--- config.mk ---
export PLATFORM = sky130hd
export DESIGN_NAME = hazard_controller
export DESIGN_NICKNAME = d
export VERILOG_FILES = /design/src/rtl/hazard_controller.sv
export SDC_FILE = /design/constraint.sdc
export NUM_CORES = 1
export LEC_CHECK = 0
export CAP_MARGIN = 5
export CORE_AREA = 2 2 130 100
export DETAILED_ROUTE_END_ITERATION = 8
export DIE_AREA = 0 0 132 102
export PLACE_DENSITY = 0.65
export SLEW_MARGIN = 20
export SYNTH_ARGS = -nofsm -noshare
export SYNTH_HDL_FRONTEND = slang
export SYNTH_SLANG_ARGS = --single-unit
--- constraint.sdc ---
create_clock -name clk -period 2.9 [get_ports clk]
set_input_delay 0.58 -clock clk [delete_from_list [all_inputs] [get_ports clk]]
set_output_delay 0.58 -clock clk [all_outputs]
set_load 0.03 [all_outputs]
--- src/rtl/hazard_controller.sv ---
`default_nettype none
// ============================================================================
// Module      : hazard_controller
// Description : Stall / flush / forwarding sequencer for the 5-stage CPU.
//               Tracks EX/MEM/WB control metadata in a shadow pipeline and
//               derives the PC/IF_ID hold, IF_ID flush, EX operand forward
//               selects and the flag bypass, plus saturating event counters.
// Revision    : 1.0 - initial release
// ============================================================================
module hazard_controller #(
    parameter int REG_W    = 5,
    parameter int ZERO_REG = 31,
    parameter int CNT_W    = 32
) (
    input  logic              clk,
    input  logic              reset,
    input  logic              id_valid,
    input  logic [REG_W-1:0]  id_rn,
    input  logic [REG_W-1:0]  id_rm,
    input  logic              id_use_rn,
    input  logic              id_use_rm,
    input  logic [REG_W-1:0]  id_rd,
    input  logic              id_regwrite,
    input  logic              id_memtoreg,
    input  logic              id_flagwrite,
    input  logic              id_br_uses_reg,
    input  logic              id_br_uses_flags,
    input  logic              br_taken,
    output logic              stall,
    output logic              flush_ifid,
    output logic [1:0]        fwd_a,
    output logic [1:0]        fwd_b,
    output logic              flag_fwd,
    output logic [CNT_W-1:0]  stall_count,
    output logic [CNT_W-1:0]  flush_count
);

    localparam logic [REG_W-1:0] c_zero_reg = REG_W'(ZERO_REG);
    localparam logic [CNT_W-1:0] c_cnt_max  = {CNT_W{1'b1}};
    localparam logic [CNT_W-1:0] c_cnt_one  = CNT_W'(1);

    // Control metadata carried alongside each pipeline register
    typedef struct packed {
        logic             valid;
        logic             regwrite;
        logic             memtoreg;
        logic             flagwrite;
        logic [REG_W-1:0] rd;
        logic [REG_W-1:0] rn;
        logic [REG_W-1:0] rm;
        logic             use_rn;
        logic             use_rm;
    } stage_t;

    stage_t r_ex;
    stage_t r_mem;
    stage_t r_wb;
    stage_t w_id_stage;

    logic w_load_use;
    logic w_cbz_ex;
    logic w_cbz_mem;
    logic w_stall;

    // A stage writes register r that is architecturally visible (XZR never counts)
    function automatic logic produces(input stage_t s, input logic [REG_W-1:0] r);
        return s.valid && s.regwrite && (s.rd == r) && (r != c_zero_reg);
    endfunction

    // Newest producer wins: EX_MEM result beats MEM_WR writeback data
    function automatic logic [1:0] fwd_sel(input stage_t mem_s, input stage_t wb_s,
                                           input logic [REG_W-1:0] src,
                                           input logic use_src);
        if (produces(mem_s, src) && use_src) begin
            return 2'b01;
        end else if (produces(wb_s, src)) begin
            return 2'b10;
        end
        return 2'b00;
    endfunction

    // Package the ID instruction as it would enter EX
    always_comb begin
        w_id_stage           = '0;
        w_id_stage.valid     = 1'b1;
        w_id_stage.regwrite  = id_regwrite;
        w_id_stage.memtoreg  = id_memtoreg;
        w_id_stage.flagwrite = id_flagwrite;
        w_id_stage.rd        = id_rd;
        w_id_stage.rn        = id_rn;
        w_id_stage.rm        = id_rm;
        w_id_stage.use_rn    = id_use_rn;
        w_id_stage.use_rm    = id_use_rm;
    end

    // Hazard detection: load-use, and CBZ operands not yet readable in ID
    always_comb begin
        w_load_use = id_valid && r_ex.memtoreg &&
                     ((produces(r_ex, id_rn) && id_use_rn) ||
                      (produces(r_ex, id_rm) && id_use_rm));
        // Any EX producer is too late for a compare done in ID
        w_cbz_ex   = id_valid && id_br_uses_reg && produces(r_ex, id_rm);
        // A load in MEM has no data until WB, so the branch waits one more cycle
        w_cbz_mem  = id_valid && id_br_uses_reg && r_mem.memtoreg &&
                     produces(r_mem, id_rm);
        w_stall    = w_load_use || w_cbz_ex || w_cbz_mem;
    end

    // Outputs; a stalled branch resolved on stale operands must not flush
    always_comb begin
        stall      = w_stall;
        flush_ifid = br_taken && id_valid && !w_stall;
        fwd_a      = fwd_sel(r_mem, r_wb, r_ex.rn, r_ex.use_rn);
        fwd_b      = fwd_sel(r_mem, r_wb, r_ex.rm, r_ex.use_rm);
        flag_fwd   = id_valid && id_br_uses_flags && r_ex.valid && r_ex.flagwrite;
    end

    // Shadow pipeline advances with ID_EX/EX_MEM/MEM_WR; a stall inserts a bubble
    always_ff @(posedge clk or negedge reset) begin
        if (!reset) begin
            r_ex  <= '0;
            r_mem <= '0;
            r_wb  <= '0;
        end else begin
            r_wb  <= r_mem;
            r_mem <= r_ex;
            if (id_valid && !w_stall) begin
                r_ex <= w_id_stage;
            end else begin
                r_ex <= '0;
            end
        end
    end

    // Saturating stall / flush event counters
    always_ff @(posedge clk or negedge reset) begin
        if (!reset) begin
            stall_count <= '0;
            flush_count <= '0;
        end else begin
            if (stall && (stall_count != c_cnt_max)) begin
                stall_count <= stall_count + c_cnt_one;
            end
            if (flush_ifid && (flush_count != c_cnt_max)) begin
                flush_count <= flush_count + c_cnt_one;
            end
        end
    end

    // Fields kept for debug visibility but not needed by later-stage decisions
    logic w_unused;
    assign w_unused = ^{r_mem.flagwrite, r_mem.rn, r_mem.rm, r_mem.use_rn, r_mem.use_rm,
                        r_wb.memtoreg, r_wb.flagwrite, r_wb.rn, r_wb.rm,
                        r_wb.use_rn, r_wb.use_rm};

endmodule
`default_nettype wire

==> results.yml <==
synth:
  syn_avg_cell_area_um2: 10.8
  yosys-top-cells-area: "dfrtp_1, xnor2_1, xor2_1"
  synth_cell_types: 40
  synth_largest_area_cell: "dfrtp_1"
  synth_edf_count: 0
  netlist_top_cells_count: "dfrtp_1, xnor2_1, xor2_1"
  synth_seq_cells: 100
  synthesis.area_um2: 4760
  yosysWarnings: 0
  synth_fp_nets: 470
  synth_flop_cell: "dfrtp_1"
  syn_inst: 442
  seq_area_frac_synth: 0.525
  synth_top_area_frac: 0.525
  yosys.cell_count.top_type: "dfrtp_1"
  synthArstFlopShare: 1.00
power_and_ir_drop:
  seqPwrFrac: 0.485
  p_per_area_nw_per_um2: 498
  p_sw_frac: 0.268
  p_sw_w: 0.000858
  peakVddDrop_mv: 0.502
  p_clk_frac: 0.370
  p_total_w: 0.00321
  leakagePower_nw: 2.89
  p_int_w: 0.00235
  combPwrFrac: 0.145
clocking:
  cts_tree: "done"
  root_buffer: "clkbuf_16"
  clock_path_buffers: 2
  clock_latency_ps: 340
  clkSlewWorstSetupHoldPaths_ps: 70
  htreeDepth: 3
  cts_buffers: 9
  clock-sinks: 100
timing:
  rsz0062_at_grt: "no"
  maxSlewViolCount: 0
  worst_pin_slew_ps: 731
  hold_viol: 0
  slew_headroom: 0.513
  finClkSkew_ps: 9.48
  min_period_ps: 2850
  setup_violations: 0
  fmax_ghz: 0.351
  fin_crit_sh: 0.982
routing:
  routed_wl_um: 11600
  first_pass_iters: 4
  viasPerCell: 5.19
  dr_total_vias: 3814
  wire_per_inst_um: 15.7
  drtIter0Drc: 239
  ant_nets: 0
  drcViolationCount: 0
global_route:
  gr-total-overflow: 0
  grt_max_degree: 57
  grt_pass1_vias: 3733
  grt_use_total: 0.179
  grt_pass1_wl_um: 19300
  antenna_found_initial: 0
final_layout:
  antennaDiodeCount: 0
  drive_above_1_share: 0.128
  post-route-util: 0.530
  nNetsFinal: 593
  final_area_um2: 6430
  num-fill-cells: 1078
  fin_cells: 735
  synthToLayoutAreaGrowth_pct: 35.0
critical_path:
  r2r-start: "flush_count[0]$_DFFE_PN0P_"
  cp-end-kind: "primary output"
  worst-path-buf-inv: 2
  crit_required_ps: 2320
  critPathTopFamily: "simple AND/OR/NAND/NOR gates"
  worst-setup-path-type: "input pin to primary output"
  startpoint_type: "input pin"
  worst_path_largest_cell_delay_ps: 490
  slowest_stage: "or4_4"
  cp-startpoint: "id_rn[2]"
  worstPathArrival_ps: 2270
  cp_cell_sequence: "dlygate4sd2_1 -> xor2_1 -> or4_4 -> a211o_1 -> and2_4 -> and3_4 -> buf_6"
  crit_fanout: 4
die:
  fp.dieW_um: 132
  die_h_um: 102
  design.core.area_um2: 12100
  initial_core_util: 0.393
  rows: 35
  dieArea_um2: 13500
  ios: 97
placement:
  hpwlAfterDp_um: 8610
  io_buffers: 96
  gp_congestion: 0.890
  dpl_cell_area_um2: 6090
  dp.cells: 719
outcome:
  outcome: "finished, final reports clean"
worst_hold_path:
  hold_class: "input pin to async pin"
flow_run:
  drv_cap: 0
per-stage QoR:
step / TNS [ps] / worst slack, ps / hold WS (ps)
CTS: 0 / 7.37 / 326
finish: 0 / 53.3 / 296
floorplan: 0 / 217 / 284
detailed placement: -4510 / -299 / 359
global route: 0 / 4.97 / 352
global placement: -2460 / -239 / 364
cell families after synthesis:
| group | share of synthesized area |
|---|---|
| DFF | 0.525 |
| buffers and inverters | 0.0231 |
| muxes | 0.0126 |
| AOI/OAI and AO/OA | 0.0131 |
| and+or+nand+nor | 0.250 |
| adders and majority gates | 0.00525 |
| xor gates and xnor gates | 0.171 |
area by class of cell:
| type | count | area [um2] | share of cell area |
|---|---|---|---|
| flip-flops and latches | 100 | 2500 | 0.389 |
| multi-input cells | 316 | 2200 | 0.342 |
| repair buffers | 125 | 1180 | 0.184 |
| clock buffers | 9 | 225 | 0.0350 |
| well taps | 166 | 208 | 0.0323 |
| clock inverters | 6 | 65.1 | 0.0101 |
| inverters | 13 | 48.8 | 0.00759 |
layer usage:
metal | GRT usage | wire (um) | up-vias
li1 | - | - | 1802
met1 | 0.265 | 5950 | 1881
met2 | 0.262 | 4950 | 119
met3 | 0.0441 | 545 | 12
met4 | 0.0502 | 109 | 0
met5 | 0 | 0 | -
power groups by stage:
stage / Sequential, W / Combinational [W] / Clock, W
floorplan: 0.00165 / 0.000157 / 0
detailed placement: 0.00158 / 0.000463 / 0
CTS: 0.00155 / 0.000469 / 0.00121
finish: 0.00155 / 0.000466 / 0.00118
global placement: 0.00158 / 0.000460 / 0
global route: 0.00157 / 0.000507 / 0.00127
cell usage in the layout (no fill, tap or decap), drive strengths merged, types with 3 or more instances in the layout:
cell,synthesis,layout
dfrtp,100,100
clkdlybuf4s50,0,85
xnor2,47,47
xor2,46,46
nand3,36,36
nand4,33,33
buf,4,32
and3,28,28
nor2,25,25
nand2,23,23
nor3,21,21
inv,13,14
nor4,13,13
clkbuf,9,10
nor4b,5,5
mux2,5,5
or4,5,5
dlygate4sd2,0,4
and4,3,3
nand2b,3,3
nor3b,3,3
dlymetal6s2s,0,3
o21ai,3,3
clkinv,0,3
and2,3,3
worst register-to-register path, cell delays in order, from the launching register on:
cell and delay (ps):
dfrtp_1 430, ha_1 200, inv_1 50, or4_4 540, or4_4 490, o21ai_4 300
nor2_1 100, and4_1 220, xor2_1 130
timing repair:
| item | 4_1_cts | 5_1_grt |
|---|---|---|
| buffers inserted | 0 | 1 |
| gates resized for setup | 14 | 6 |
| pin swaps | 1 | 1 |
| setup endpoints to repair | 2 | 2 |
| hold buffers | 0 | 0 |
| gates cloned | 0 | 0 |
path summary, 6_finish.rpt:
path | end | slack (ps) | cells past startpoint
worst max register to register | flush_count[12]$_DFFE_PN0P_ | 330 | 8
worst min-delay path | r_wb[12]$_DFF_PN0_ | 300 | 1
min in group clk | r_wb[19]$_DFF_PN0_ | 370 | 0
worst min register to register | r_wb[19]$_DFF_PN0_ | 370 | 0
max in group asynchronous | r_ex[14]$_DFF_PN0_ | 1890 | 2
worst max-delay path | flush_ifid | 50 | 7
state kept, by name, indices dropped and copies added, names as in the netlist:
register     count
flush_count     32
r_ex            21
r_mem            8
r_wb             7
stall_count     32
Note: power is estimated with default switching activity, not from simulation.
